File: config.mk
export PLATFORM = sky130hd
export DESIGN_NAME = rr_arbiter_8
export DESIGN_NICKNAME = d
export VERILOG_FILES = /design/src/rtl/rr_arbiter_8.sv
export SDC_FILE = /design/constraint.sdc
export NUM_CORES = 1
export LEC_CHECK = 0
export ABC_AREA = 1
export CAP_MARGIN = 20
export CORE_ASPECT_RATIO = 0.7
export CORE_MARGIN = 2
export CORE_UTILIZATION = 61
export DETAILED_ROUTE_END_ITERATION = 7
export GPL_TIMING_DRIVEN = 0
export PLACE_DENSITY = 0.91
export SYNTH_ARGS = -nofsm -noshare
export SYNTH_HDL_FRONTEND = slang
export SYNTH_SLANG_ARGS = --single-unit
File: constraint.sdc
create_clock -name clk -period 8.2 [get_ports clk]
set_input_delay 1.23 -clock clk [delete_from_list [all_inputs] [get_ports clk]]
set_output_delay 1.23 -clock clk [all_outputs]
set_load 0.005 [all_outputs]
File: src/rtl/rr_arbiter_8.sv
// Round-robin arbiter for 8 requesters with hold-until-release ownership,
// optional hold-time limit and an optional idle gap between ownerships.
module rr_arbiter_8 #(
  parameter int MAX_HOLD = 16,
  parameter int GAP      = 1
) (
  input  logic       clk,
  input  logic       rst_n,
  input  logic [7:0] req,
  output logic [7:0] gnt,
  output logic [2:0] gnt_idx,
  output logic       gnt_valid,
  output logic       timeout
);
  localparam int HW = ($clog2(MAX_HOLD + 1) < 1) ? 1 : $clog2(MAX_HOLD + 1);
  localparam logic [HW-1:0] LAST = HW'(MAX_HOLD - 1);

  typedef enum logic {IDLE, GRANT} state_t;

  state_t        state, state_n;
  logic [2:0]    ptr, ptr_n;
  logic [HW-1:0] hold_cnt, cnt_n;
  logic [7:0]    gnt_n;
  logic [2:0]    idx_n;
  logic          tmo_n;

  logic [2:0] owner;
  logic       own_req, rel, expire, handoff;
  logic [7:0] arb_req;
  logic       found;
  logic [2:0] pick_idx;

  // First set bit of r in search order p, p+1, ... wrapping at 7.
  function automatic logic [3:0] pick(input logic [7:0] r, input logic [2:0] p);
    logic [3:0] res;
    logic [2:0] j;
    res = 4'b0;
    for (int i = 7; i >= 0; i--) begin
      j = p + 3'(i);
      if (r[j]) res = {1'b1, j};
    end
    return res;
  endfunction

  always_comb begin
    owner   = gnt_idx;
    own_req = req[owner];
    rel     = (state == GRANT) && !own_req;
    expire  = (state == GRANT) && (MAX_HOLD != 0) && own_req && (hold_cnt == LAST);
    handoff = rel || expire;
    ptr_n   = handoff ? owner + 3'd1 : ptr;
    // With no gap the next owner is chosen at the handoff edge, excluding the old owner.
    arb_req = 8'h00;
    if (state == IDLE) arb_req = req;
    else if (handoff && GAP == 0) arb_req = req & ~(8'h01 << owner);
    {found, pick_idx} = pick(arb_req, ptr_n);
  end

  always_comb begin
    state_n = state;
    gnt_n   = gnt;
    idx_n   = gnt_idx;
    cnt_n   = hold_cnt + HW'(1);
    tmo_n   = 1'b0;
    if (state == IDLE || handoff) begin
      tmo_n = expire;
      cnt_n = '0;
      if (found) begin
        state_n = GRANT;
        gnt_n   = 8'h01 << pick_idx;
        idx_n   = pick_idx;
      end else begin
        state_n = IDLE;
        gnt_n   = 8'h00;
        idx_n   = 3'd0;
      end
    end
  end

  always_ff @(posedge clk) begin
    if (!rst_n) begin
      state    <= IDLE;
      ptr      <= 3'd0;
      hold_cnt <= '0;
      gnt      <= 8'h00;
      gnt_idx  <= 3'd0;
      timeout  <= 1'b0;
    end else begin
      state    <= state_n;
      ptr      <= ptr_n;
      hold_cnt <= cnt_n;
      gnt      <= gnt_n;
      gnt_idx  <= idx_n;
      timeout  <= tmo_n;
    end
  end

  assign gnt_valid = |gnt;

endmodule

# Word-level counts from Yosys, hierarchy flattened
# Cells that the tools add are included.
[totals]
wordCells = 68
ff_bits = 21
out_inout_bits = 13
[op_classes]
addsub = 9
reduce_logical = 9
n_shift = 1
n_eq_ne = 1
n_bitwise = 2
mux = 31
order_cmp = 9
[op_table]
columns = ["operator", "n"]
rows = [
  ["$lt 3x4->1 const B", 9],
  ["$mux 4", 8],
  ["$bmux 1 s3", 9],
  ["$mux 8", 2],
  ["$add 3x3->3 const B", 4],
  ["$mux 1", 10],
  ["$reduce_or 8->1", 1],
  ["$shl 1x3->8 const A", 1],
  ["$add 3x1->3 const B", 2],
  ["$add 3x2->3 const B", 2],
  ["$mux 3", 2],
  ["$add 5x1->5 const B", 1],
  ["$eq 5x4->1 const B", 1],
  ["$logic_and 1x1->1", 3],
  ["$logic_or 1x1->1", 2],
  ["$not 1->1", 2],
  ["$reduce_and 2->1", 1],
  ["$reduce_or 2->1", 1],
  ["$logic_not 1->1", 1],
]

# Longest topological paths before layout
# Gate-level depths: netlist (run 1).
[logic_depth]
ltp_word = 19
ltp_mapped = 30
ltp_nobuf = 29

# Worst setup path before layout (run 1)
# Ideal clock, no wire load.
[synth_timing]
path_type = "input port to flip-flop"
start = "in req[3]"
end = "reg gnt[7]"
required_ns = 8.142
setup_time_ns = 0.058
path_slack_ns = 4.714
arrival_ns = 3.428
stages = 27
path_cell_list = "inv_1 nand2_1 nand3_1 nand3_2 nand3_4 nand2_8 nand2_4 nand2_4 buf_12 ha_1 inv_1 nand3_1 nand3_1 nand2_2 inv_2 nand2_1 nand2_1 nand2_1 nand2_1 nand2_1 nand2_1 nand2_2 nand2_4 inv_2 nor2_4 nand2_1 nand2_1"
[synth_between]
elab_chain_cells = 19
word_cells_on_any_way = 43
cone_classes = "add/sub (7); shift (1); mux (29); reduce/logical (6)"
[synth_rtl]
columns = ["element", "line", "source"]
rows = [
  ["from (decl)", "9", "input logic [7:0] req,"],
  ["$bmux 1 s3 *", "47", "own_req = req[owner];"],
  ["$mux 1 (not written as such) *", "47", ""],
  ["$logic_not 1->1 / $logic_and 1x1->1 (equally long branches)", "48, 49", ""],
  ["$logic_and 1x1->1, on equally long branches", "48, 49", ""],
  ["$logic_or 1x1->1 *", "50", "handoff = rel || expire;"],
  ["$mux 3 *", "51", "ptr_n = handoff ? owner + 3'd1 : ptr;"],
  ["via ptr_n[0]", "21", "logic [2:0] ptr, ptr_n;"],
  ["$add 3x3->3", "39", "j = p + 3'(i);"],
  ["$bmux 1 s3", "40", "if (r[j]) res = {1'b1, j};"],
  ["$mux 1 (not written as such)", "40", ""],
  ["$mux 4 (7 in a row)", "40", ""],
  ["$mux 4 *", "40", ""],
  ["$shl 1x3->8", "70", "gnt_n = 8'h01 << pick_idx;"],
  ["$mux 8 *", "68", "if (found) begin"],
  ["to (signal assigned)", "92", "gnt <= gnt_n;"],
  ["to (decl)", "10", "output logic [7:0] gnt,"],
]
# The timed path passes the listed nets; every way through them passes the cells marked *. The select of a mux whose other input is x is not followed.
# A chain may end at the register's enable or synchronous reset.

# Worst setup path after layout (run 1)
# Ends and elaborated chain as after synthesis.

==> results of run 1 <==
## sequential cells by signal, summed over array words and instances (netlist names)
name,count
timeout,1
ptr,3
gnt_idx,3
gnt,8
hold_cnt,5
state,1
## placed cells by master (no fill, tap or decap), types with 2 or more instances in the layout
master,n
sky130_fd_sc_hd__ha_1,4
sky130_fd_sc_hd__clkbuf_1,2
sky130_fd_sc_hd__nand2_1,110
sky130_fd_sc_hd__clkdlybuf4s50_1,22
sky130_fd_sc_hd__nand4_1,2
sky130_fd_sc_hd__dfxtp_1,21
sky130_fd_sc_hd__nor2_4,2
sky130_fd_sc_hd__nand2_4,11
sky130_fd_sc_hd__nand3_2,17
sky130_fd_sc_hd__nand3_1,40
sky130_fd_sc_hd__inv_2,8
sky130_fd_sc_hd__clkbuf_8,3
sky130_fd_sc_hd__nor4_1,3
sky130_fd_sc_hd__buf_12,2
sky130_fd_sc_hd__a21oi_1,5
sky130_fd_sc_hd__inv_1,39
sky130_fd_sc_hd__nand2_2,19
sky130_fd_sc_hd__nor2_1,21
sky130_fd_sc_hd__o22ai_1,2
## worst paths after layout
check                          startpoint                     end  slack (ns)
setup / recovery                   req[3]     gnt[7]$_SDFFE_PN0P_        4.11
hold / removal     hold_cnt[0]$_SDFF_PP0_  hold_cnt[0]$_SDFF_PP0_        0.45
setup reg to reg  gnt_idx[0]$_SDFFE_PN0P_     gnt[7]$_SDFFE_PN0P_        4.89
hold reg to reg    hold_cnt[0]$_SDFF_PP0_  hold_cnt[0]$_SDFF_PP0_        0.45
## layout make-up
class	instances	area, sq um	area share (%)
Multi-Input combinational cell	245	1340	58.2
Sequential cell	21	420	18.2
Timing Repair Buffer	22	220	9.54
Inverter	47	176	7.64
Buffer	4	55.1	2.38
Tap cell	38	47.5	2.06
Clock buffer	4	45.0	1.95
## layer usage
metal / routed length [microns] / vias up
li1: - / 1046
met1: 2220 / 937
met2: 2220 / 112
met3: 416 / 10
met4: 53 / 0
met5: 0 / -
## kinds of logic (layout without fill, tap and decap cells)
kind of cell | Yosys count | after routing | synth area share (%)
AND/OR/NAND/NOR | 229 | 229 | 60.6
buffers and inverters | 51 | 77 | 11.6
flip-flops | 21 | 21 | 21.1
AO/OA/AOI/OAI | 10 | 10 | 3.32
adder cells (fa/ha/maj) | 4 | 4 | 2.51
XOR/XNOR | 2 | 2 | 0.878
## through the flow
stage          std cells  utilization (%)  setup WS, ns
6_report             381             73.8          4.11
5_1_grt              381             73.8          3.82
3_3_place_gp         377             72.4          4.00
4_1_cts              381             73.8          4.15
2_1_floorplan        317                -          4.71
3_5_place_dp         377             72.4          3.88
## worst max-delay path, cell delays in order
cell                              delay (ns)
sky130_fd_sc_hd__clkdlybuf4s50_1        0.39
sky130_fd_sc_hd__inv_1                  0.07
sky130_fd_sc_hd__nand2_1                0.05
sky130_fd_sc_hd__nand3_1                0.11
sky130_fd_sc_hd__nand3_2                0.12
sky130_fd_sc_hd__nand3_4                0.18
sky130_fd_sc_hd__nand2_8                0.09
sky130_fd_sc_hd__nand2_4                0.10
sky130_fd_sc_hd__nand2_4                0.08
sky130_fd_sc_hd__buf_12                 0.15
sky130_fd_sc_hd__ha_1                   0.39
sky130_fd_sc_hd__inv_1                  0.11
sky130_fd_sc_hd__nand3_1                0.13
sky130_fd_sc_hd__nand3_1                0.14
sky130_fd_sc_hd__nand2_2                0.13
sky130_fd_sc_hd__inv_2                  0.05
sky130_fd_sc_hd__nand2_1                0.05
sky130_fd_sc_hd__nand2_1                0.04
sky130_fd_sc_hd__nand2_1                0.05
sky130_fd_sc_hd__nand2_1                0.04
sky130_fd_sc_hd__nand2_1                0.05
sky130_fd_sc_hd__nand2_1                0.05
sky130_fd_sc_hd__nand2_2                0.07
sky130_fd_sc_hd__nand2_4                0.07
sky130_fd_sc_hd__inv_2                  0.12
sky130_fd_sc_hd__nor2_4                 0.05
sky130_fd_sc_hd__nand2_1                0.06
sky130_fd_sc_hd__nand2_1                0.05
==> impl_metrics.py, run 1 <==
metrics = {
    "drt": {
        "via_count": 2105,
        "postRouteAntennaNets": 0,
        "drtPass1Iterations": 5,
        "detailedRoute.firstIterationViolations": 212,
        "routed_via_density": 5.52,
        "final_wirelength_microns": 4910,
        "wire_per_inst_microns": 12.9,
        "dr_drc_count": 0,
    },
    "sta": {
        "grt_setup_unrepaired": "false",
        "timing_max_transition_violations_final": 0,
        "finalClockSkew_ns": 0.00154,
        "setup_tns_ns": 0,
        "max_slew_margin_pct": 72.2,
        "worst_hold_slack_ns": 0.452,
        "post-route-period-util_pct": 49.9,
        "timing.fmax_mhz": 244,
        "max_slew.worst_pin.slew_ns": 0.417,
        "finalSetupViolCount": 0,
        "finalCriticalPeriod_ns": 4.09,
        "endpoints_failing_hold": 0,
    },
    "worst_hold_path": {
        "hp-class": "reg -> reg",
        "hold-path-cell-count": 1,
    },
    "floorplan": {
        "design.portCount": 23,
        "chipWidth_microns": 72.4,
        "start_util_pct": 63.8,
        "core_area_sq_mm": 0.00313,
        "fp.dieArea_sq_mm": 0.00375,
        "core.rowCount": 17,
        "die-height_microns": 51.9,
    },
    "clock_network": {
        "post_cts_buffers": 0,
        "number_of_h_tree_levels": 1,
        "ctsResizeCount": 0,
        "cts.sink_count": 21,
        "tritoncts_clock_tree": "done",
        "clk_transition_reported_paths_ns": 0.07,
        "clk_latency_ns": 0.26,
        "clk_path_buf_depth": 2,
        "cts_inserted_buffers": 3,
        "cts-hold-fix-buffers": 0,
        "cts_root_buffer": "sky130_fd_sc_hd__clkbuf_8",
    },
    "synthesis": {
        "async_reset_ff_share_pct": 0,
        "mapped_area_sq_mm": 0.00200,
        "synth_enable_flop_cells": 0,
        "synth.most_common_cell": "sky130_fd_sc_hd__nand2_1",
        "synthesis.instances": 317,
        "postSynthRegisterBits": 21,
        "synth.yosys.seq_area_share_pct": 21.1,
        "netlist.area_leader.share_pct": 21.1,
        "net_count_after_synthesis": 331,
        "leading_post_synthesis_cells_by_cell_area": "sky130_fd_sc_hd__dfxtp_1, sky130_fd_sc_hd__nand2_1, sky130_fd_sc_hd__nand3_1",
        "netlist_top_cells_count": "sky130_fd_sc_hd__nand2_1, sky130_fd_sc_hd__nand3_1, sky130_fd_sc_hd__inv_1, sky130_fd_sc_hd__dfxtp_1, sky130_fd_sc_hd__nor2_1",
        "synth_area_per_cell_sq_um": 6.30,
        "netlist.top_cell.by_area": "sky130_fd_sc_hd__dfxtp_1",
        "most_common_flop_cell_mapped_by_yosys": "sky130_fd_sc_hd__dfxtp_1",
        "synth_cell_types": 27,
        "yosys_warnings": 0,
    },
    "global_route": {
        "grt_pass1_wl_microns": 8310,
        "grtUsageTotal_pct": 28.3,
        "grt_start_max_net_pins": 12,
        "grt_antenna_before_repair": 0,
        "first_global_vias": 1884,
        "gr-usage-met3_pct": 5.81,
        "gr-usage-met1_pct": 39.5,
        "grtUsageMet2_pct": 45.0,
        "grt_busiest_layer": "met2",
        "grt_overflow": 0,
    },
    "final_layout": {
        "fin_area_sq_mm": 0.00231,
        "fraction_of_layout_cells_with_a_size_suffix_above_1_pct": 19.5,
        "layout_net_count": 358,
        "antenna_diode_count": 0,
        "layout.filler_cells": 260,
        "layout-area-overhead-vs-synth_pct": 15.7,
    },
    "worst_setup_path": {
        "worst-setup-path-type": "in -> reg",
        "reg2regPathDepth": 26,
        "worstSetupEndpointType": "register",
        "worstSetupStartpointType": "input port",
        "path_max_fanout": 10,
        "critical_path_arrival_ns": 4.25,
        "timing.critical_path.required_ns": 8.36,
    },
    "placed_design": {
        "placed_cell_area_sq_mm": 0.00226,
        "numPortBuffers": 22,
        "hpwl_microns": 3930,
        "globalplace.congestion": 0.952,
    },
    "job": {
        "maxCapViolations": 0,
    },
    "run_status": {
        "status": "complete, no violations",
    },
}
Power of run 1 is not shown: default switching activity piles up to over one toggle a cycle in this logic, so the estimate is an artifact.
==> inputs of run 2 (changes only) <==
--- a/config.mk
+++ b/config.mk
@@ -9,10 +9,10 @@
 export CAP_MARGIN = 20
 export CORE_ASPECT_RATIO = 0.7
 export CORE_MARGIN = 2
-export CORE_UTILIZATION = 61
+export CORE_UTILIZATION = 57
 export DETAILED_ROUTE_END_ITERATION = 7
 export GPL_TIMING_DRIVEN = 0
-export PLACE_DENSITY = 0.91
+export PLACE_DENSITY = 0.86
 export SYNTH_ARGS = -nofsm -noshare
 export SYNTH_HDL_FRONTEND = slang
 export SYNTH_SLANG_ARGS = --single-unit
==> constraint.sdc (replaced) <==
create_clock -name clk -period 4.1 [get_ports clk]
set_input_delay 0.615 -clock clk [delete_from_list [all_inputs] [get_ports clk]]
set_output_delay 0.615 -clock clk [all_outputs]
set_load 0.005 [all_outputs]
==> run 2 against run 1 <==
  * Global-route usage decreased by 2.6 points
  * Sequential share of layout area down 0.088 points
  * First-iteration DRC count down 17%
  * Count of clock-buffer cells in the layout unchanged
  * Clock skew grew 0.0019 ns
  * Via count fell by 3.7%
  * Cell area grew 0.49%
==> impl_metrics.py, run 2 (synthesized netlist as in run 1, its figures left out) <==
metrics = {
    "sta": {
        "post-route-period-util_pct": 83.6,
        "endpoints_failing_hold": 0,
        "timing_max_transition_violations_final": 0,
        "timing.fmax_mhz": 292,
        "max_slew.worst_pin.slew_ns": 0.391,
        "finalClockSkew_ns": 0.00349,
        "grt_setup_unrepaired": "false",
        "setup_tns_ns": 0,
        "finalCriticalPeriod_ns": 3.43,
        "worst_hold_slack_ns": 0.465,
        "finalSetupViolCount": 0,
        "max_slew_margin_pct": 73.9,
    },
    "worst_setup_path": {
        "worstSetupEndpointType": "register",
        "path_common_cell": "sky130_fd_sc_hd__nand2_1",
        "timing.critical_path.slowest_cell_delay_ns": 0.48,
        "worst_path_max_delay_cell": "sky130_fd_sc_hd__clkdlybuf4s50_1",
        "critical_path_arrival_ns": 3.58,
        "worstSetupStartpointType": "input port",
        "worst-setup-path-type": "in -> reg",
        "path_max_fanout": 10,
        "timing.critical_path.required_ns": 4.25,
    },
    "drt": {
        "detailedRoute.firstIterationViolations": 175,
        "routed_via_density": 5.20,
        "wire_per_inst_microns": 12.2,
        "dr_drc_count": 0,
        "final_wirelength_microns": 4740,
        "postRouteAntennaNets": 0,
        "drtPass1Iterations": 5,
        "via_count": 2028,
    },
    "run_status": {
        "status": "complete, no violations",
    },
    "floorplan": {
        "start_util_pct": 61.3,
        "core_area_sq_mm": 0.00325,
        "core.rowCount": 17,
        "die-height_microns": 53.5,
        "design.portCount": 23,
        "chipWidth_microns": 74.7,
        "fp.dieArea_sq_mm": 0.00400,
    },
    "clock_network": {
        "clk_latency_ns": 0.25,
        "cts.sink_count": 21,
        "ctsResizeCount": 0,
        "number_of_h_tree_levels": 1,
        "cts_inserted_buffers": 3,
        "clk_transition_reported_paths_ns": 0.07,
        "cts_root_buffer": "sky130_fd_sc_hd__clkbuf_8",
        "cts-hold-fix-buffers": 0,
        "clk_path_buf_depth": 2,
        "tritoncts_clock_tree": "done",
        "post_cts_buffers": 0,
    },
    "placed_design": {
        "globalplace.congestion": 0.945,
        "numPortBuffers": 22,
        "hpwl_microns": 3800,
    },
    "final_layout": {
        "layout-area-overhead-vs-synth_pct": 16.2,
        "antenna_diode_count": 0,
        "mostFrequentLayoutCells": "sky130_fd_sc_hd__nand2_1, sky130_fd_sc_hd__nand3_1, sky130_fd_sc_hd__inv_1",
        "largest_register_ff_count": 8,
        "fraction_of_layout_cells_with_a_size_suffix_above_1_pct": 19.5,
        "layout.cells.most_common": "sky130_fd_sc_hd__nand2_1",
        "largest_registers": "gnt (8), hold_cnt (5)",
        "layout.filler_cells": 297,
        "register_with_the_most_flip_flops": "gnt",
        "layout_net_count": 358,
    },
    "global_route": {
        "grt_start_max_net_pins": 12,
        "grt_pass1_wl_microns": 7860,
        "first_global_vias": 1765,
        "grtUsageTotal_pct": 25.7,
        "grt_overflow": 0,
        "grt_antenna_before_repair": 0,
    },
    "job": {
        "maxCapViolations": 0,
    },
    "worst_hold_path": {
        "hp-class": "reg -> reg",
    },
}
==> run 2: cell counts in the layout (fill, tap and decap cells not counted) <==
Identical to the previous run, type by type.
==> run 2: worst max-delay path, delay by kind of cell <==
kind	cells	cell delay (ns)
AND/OR/NAND/NOR	20	1.64
buffers and inverters	6	0.94
adder cells (fa/ha/maj)	1	0.38
==> run 2: path summary, 6_finish.rpt <==
kind / start / to / slack (ns) / depth (start not counted)
setup reg to reg: hold_cnt[0]$_SDFF_PP0_ / gnt[7]$_SDFFE_PN0P_ / 0.85 / 27
setup / recovery: req[6] / gnt[7]$_SDFFE_PN0P_ / 0.67 / 27
hold reg to reg: hold_cnt[0]$_SDFF_PP0_ / hold_cnt[0]$_SDFF_PP0_ / 0.46 / 1
hold / removal: hold_cnt[0]$_SDFF_PP0_ / hold_cnt[0]$_SDFF_PP0_ / 0.46 / 1
==> run 2: final cells by class <==
cell class                      instances  area [sq um]  area share [%]
Timing Repair Buffer                   22           220            9.49
Buffer                                  4          55.1            2.37
Inverter                               47           176            7.61
Multi-Input combinational cell        245          1340            57.9
Clock buffer                            4          45.0            1.94
Sequential cell                        21           420            18.1
Tap cell                               47          58.8            2.54
==> run 2: layer usage <==
metal	track usage (%)	routed length (microns)	up-vias
li1	-	-	1052
met1	38.0	2430	914
met2	39.7	1990	62
met3	6.67	321	0
met4	0.893	0	0
met5	0	0	-
==> run 2: stage by stage <==
stage | setup WS [ns] | util [%] | cells | instance area (sq um)
6_report | 0.674 | 71.3 | 390 | 2320
5_1_grt | 0.363 | 71.3 | 390 | 2320
4_1_cts | 0.733 | 71.3 | 390 | 2320
3_5_place_dp | 0.474 | 69.9 | 386 | 2270
3_3_place_gp | 0.493 | 69.9 | 386 | 2270
2_1_floorplan | 1.23 | - | 317 | 2000
Power of run 2 is left out for the same reason.
==> inputs of run 3 (changes only) <==
--- a/config.mk
+++ b/config.mk
@@ -9,10 +9,10 @@
 export CAP_MARGIN = 20
 export CORE_ASPECT_RATIO = 0.7
 export CORE_MARGIN = 2
-export CORE_UTILIZATION = 57
+export CORE_UTILIZATION = 51
 export DETAILED_ROUTE_END_ITERATION = 7
 export GPL_TIMING_DRIVEN = 0
-export PLACE_DENSITY = 0.86
+export PLACE_DENSITY = 0.82
 export SYNTH_ARGS = -nofsm -noshare
 export SYNTH_HDL_FRONTEND = slang
 export SYNTH_SLANG_ARGS = --single-unit
==> constraint.sdc (replaced) <==
create_clock -name clk -period 2.8 [get_ports clk]
set_input_delay 0.42 -clock clk [delete_from_list [all_inputs] [get_ports clk]]
set_output_delay 0.42 -clock clk [all_outputs]
set_load 0.005 [all_outputs]
==> run 3 against run 2 <==
  * The run now ends with negative setup slack left
  * Final cell count is 17% higher
  * Sequential cell count stayed put
  * Critical path depth is 6 lower
  * First-iteration DRC count is 82% higher
  * Non-clock buffer count is 61 higher
  * Wire length is 90% higher
  * Clock skew is 0.0051 ns higher
  * Hold slack better by 0.011 ns
  * Global-route usage is 6.0 points higher
  * Register-to-register slack worse by 1.2 ns
==> impl_metrics.py, run 3 (synthesized netlist as in run 1, its figures left out) <==
metrics = {
    "sta": {
        "timing_max_transition_violations_final": 0,
        "finalSetupViolCount": 13,
        "finalClockSkew_ns": 0.00861,
        "endpoints_failing_hold": 0,
        "post-route-period-util_pct": 111,
        "finalCriticalPeriod_ns": 3.10,
        "grt_setup_unrepaired": "true",
        "worst_hold_slack_ns": 0.476,
        "timing.fmax_mhz": 322,
        "setup_tns_ns": -2.79,
        "max_slew.worst_pin.slew_ns": 0.526,
        "final_critical_path_setup_slack_ns": -0.303,
        "max_slew_margin_pct": 64.9,
    },
    "run_status": {
        "violated_checks": "negative setup slack",
        "status": "complete, but fails checks",
    },
    "job": {
        "maxCapViolations": 0,
    },
    "worst_setup_path": {
        "critical_path_arrival_ns": 3.28,
        "timing.critical_path.required_ns": 2.98,
        "path_common_cell": "sky130_fd_sc_hd__nand2_1",
        "cp_num_buf_inv": 6,
        "r2r_slack_ns": -0.30,
        "worst_path_max_delay_cell": "sky130_fd_sc_hd__dfxtp_1",
        "timing.critical_path.slowest_cell_delay_ns": 0.66,
        "critical_path.cell_chain": "clkbuf_1, nand3_2, nand2_8, ha_4, inv_1, nand3_2, nand2_4, inv_2, nand3_4, nand2_4, inv_4, nand2_2, nand2_1, nand2_1, nand2_1, nand2_1, nand2_2, nand2_4, inv_6, buf_4, o22ai_1",
        "worstSetupEndpointType": "register",
        "crit-reg2reg-capture": "gnt_idx[0]$_SDFFE_PN0P_",
        "path_max_fanout": 10,
        "cell_family_with_most_cp_delay": "simple AND/OR/NAND/NOR gates",
        "reg2regPathDepth": 21,
        "regToRegStartpoint": "state$_SDFFE_PN0P_",
        "worst-setup-path-type": "reg -> reg",
        "worstSetupStartpointType": "register",
    },
    "placed_design": {
        "hpwl_microns": 3950,
        "place.detailed.instances": 389,
        "detailedPlace.worstSlack_ns": -0.681,
        "globalplace.congestion": 1.00,
        "numPortBuffers": 22,
    },
    "final_layout": {
        "layout-area-overhead-vs-synth_pct": 59.2,
        "layout.cells.most_common": "sky130_fd_sc_hd__nand2_1",
        "register_with_the_most_flip_flops": "gnt",
        "largest_registers": "gnt (8), hold_cnt (5)",
        "instances_no_fill": 455,
        "fraction_of_layout_cells_with_a_size_suffix_above_1_pct": 45.4,
        "multi_input_comb_area_sq_mm": 0.00168,
        "sequential_area_sq_um": 430,
        "largest_register_ff_count": 8,
        "layout.filler_cells": 167,
        "layout_net_count": 420,
        "antenna_diode_count": 0,
        "mostFrequentLayoutCells": "sky130_fd_sc_hd__nand2_1, sky130_fd_sc_hd__buf_4, sky130_fd_sc_hd__nand2_2",
    },
    "global_route": {
        "grtUsageTotal_pct": 31.7,
        "grt_pass1_wl_microns": 11100,
        "grt_overflow": 0,
        "grt_start_max_net_pins": 13,
        "first_global_vias": 2383,
        "grt_antenna_before_repair": 0,
    },
    "drt": {
        "detail_route.wirelength.met1_microns": 3180,
        "final_wirelength_microns": 9000,
        "dr_drc_count": 0,
        "dr.max_layer_used": "met4",
        "via_count": 2836,
        "drtPass1Iterations": 6,
        "wire_per_inst_microns": 19.8,
        "route.met3.wl_microns": 1130,
        "detailedRoute.firstIterationViolations": 319,
        "routed_via_density": 6.23,
        "met2RoutedLength_microns": 3940,
        "postRouteAntennaNets": 0,
    },
    "clock_network": {
        "cts.sink_count": 21,
        "clk_latency_ns": 0.27,
        "tritoncts_clock_tree": "done",
        "number_of_h_tree_levels": 1,
        "cts_root_buffer": "sky130_fd_sc_hd__clkbuf_8",
        "cts_inserted_buffers": 3,
        "clk_transition_reported_paths_ns": 0.09,
        "cts-hold-fix-buffers": 0,
        "clk_path_buf_depth": 2,
    },
    "floorplan": {
        "design.portCount": 23,
        "core.rowCount": 18,
        "die-height_microns": 56.3,
        "core_area_sq_mm": 0.00363,
        "start_util_pct": 55.0,
        "fp.dieArea_sq_mm": 0.00444,
        "chipWidth_microns": 78.8,
    },
    "worst_hold_path": {
        "hp-class": "reg -> reg",
        "hold-path-cell-count": 2,
        "holdPathEnd": "gnt[0]$_SDFFE_PN0P_",
        "min-delay-start": "gnt[0]$_SDFFE_PN0P_",
    },
}
run 3: changes by cell type in the layout (fill, tap and decap cells not counted), moves of 8 or more:
cell,before,now
sky130_fd_sc_hd__nand3_4,1,12
sky130_fd_sc_hd__nand3_1,40,26
sky130_fd_sc_hd__dlygate4sd2_1,0,8
sky130_fd_sc_hd__nand2_1,110,88
sky130_fd_sc_hd__inv_1,39,31
sky130_fd_sc_hd__nand2_2,19,35
sky130_fd_sc_hd__buf_4,0,57
sky130_fd_sc_hd__clkdlybuf4s50_1,22,14
run 3: what timing repair did:
item,4_1_cts,5_1_grt
resized for setup,43,61
pin swaps,26,34
setup buffers,48,12
cloned,0,2
setup endpoints to repair,12,13
run 3: per-stage QoR:
stage	utilization, %	cell area (sq um)
6_report	87.6	3180
5_1_grt	87.6	3180
4_1_cts	77.8	2820
3_5_place_dp	63.0	2290
3_3_place_gp	63.0	2290
2_1_floorplan	-	2000
run 3: how the worst max path moves through the flow:
stage	start	end	slack [ns]	depth (start not counted)
6_report	state$_SDFFE_PN0P_	gnt_idx[0]$_SDFFE_PN0P_	-0.30	21
4_1_cts	hold_cnt[1]$_SDFF_PP0_	gnt[0]$_SDFFE_PN0P_	-0.02	27
5_1_grt	state$_SDFFE_PN0P_	gnt_idx[0]$_SDFFE_PN0P_	-0.45	21
2_1_floorplan	hold_cnt[0]$_SDFF_PP0_	gnt[7]$_SDFFE_PN0P_	0.0005	28
3_3_place_gp	req[3]	gnt[7]$_SDFFE_PN0P_	-0.62	28
3_5_place_dp	req[3]	gnt[7]$_SDFFE_PN0P_	-0.68	28
run 3: cell type report:
cell class,count,area share [%]
Timing Repair Buffer,83,21.9
Sequential cell,21,13.5
Tap cell,50,1.97
Buffer,4,1.85
Multi-Input combinational cell,246,53.0
Clock buffer,3,1.30
Clock inverter,1,0.157
Inverter,47,6.26
run 3: worst min-delay path, delay by kind of cell (launching register included):
kind,cells,cell delay (ns)
simple gates,2,0.10
flops,1,0.33
run 3: routing by layer:
layer,vias to the layer above,global-route usage (%)
met5,-,0
met4,0,10.5
met3,108,6.75
met2,278,55.1
met1,1278,39.0
li1,1172,-
Power of run 3 is left out for the same reason.
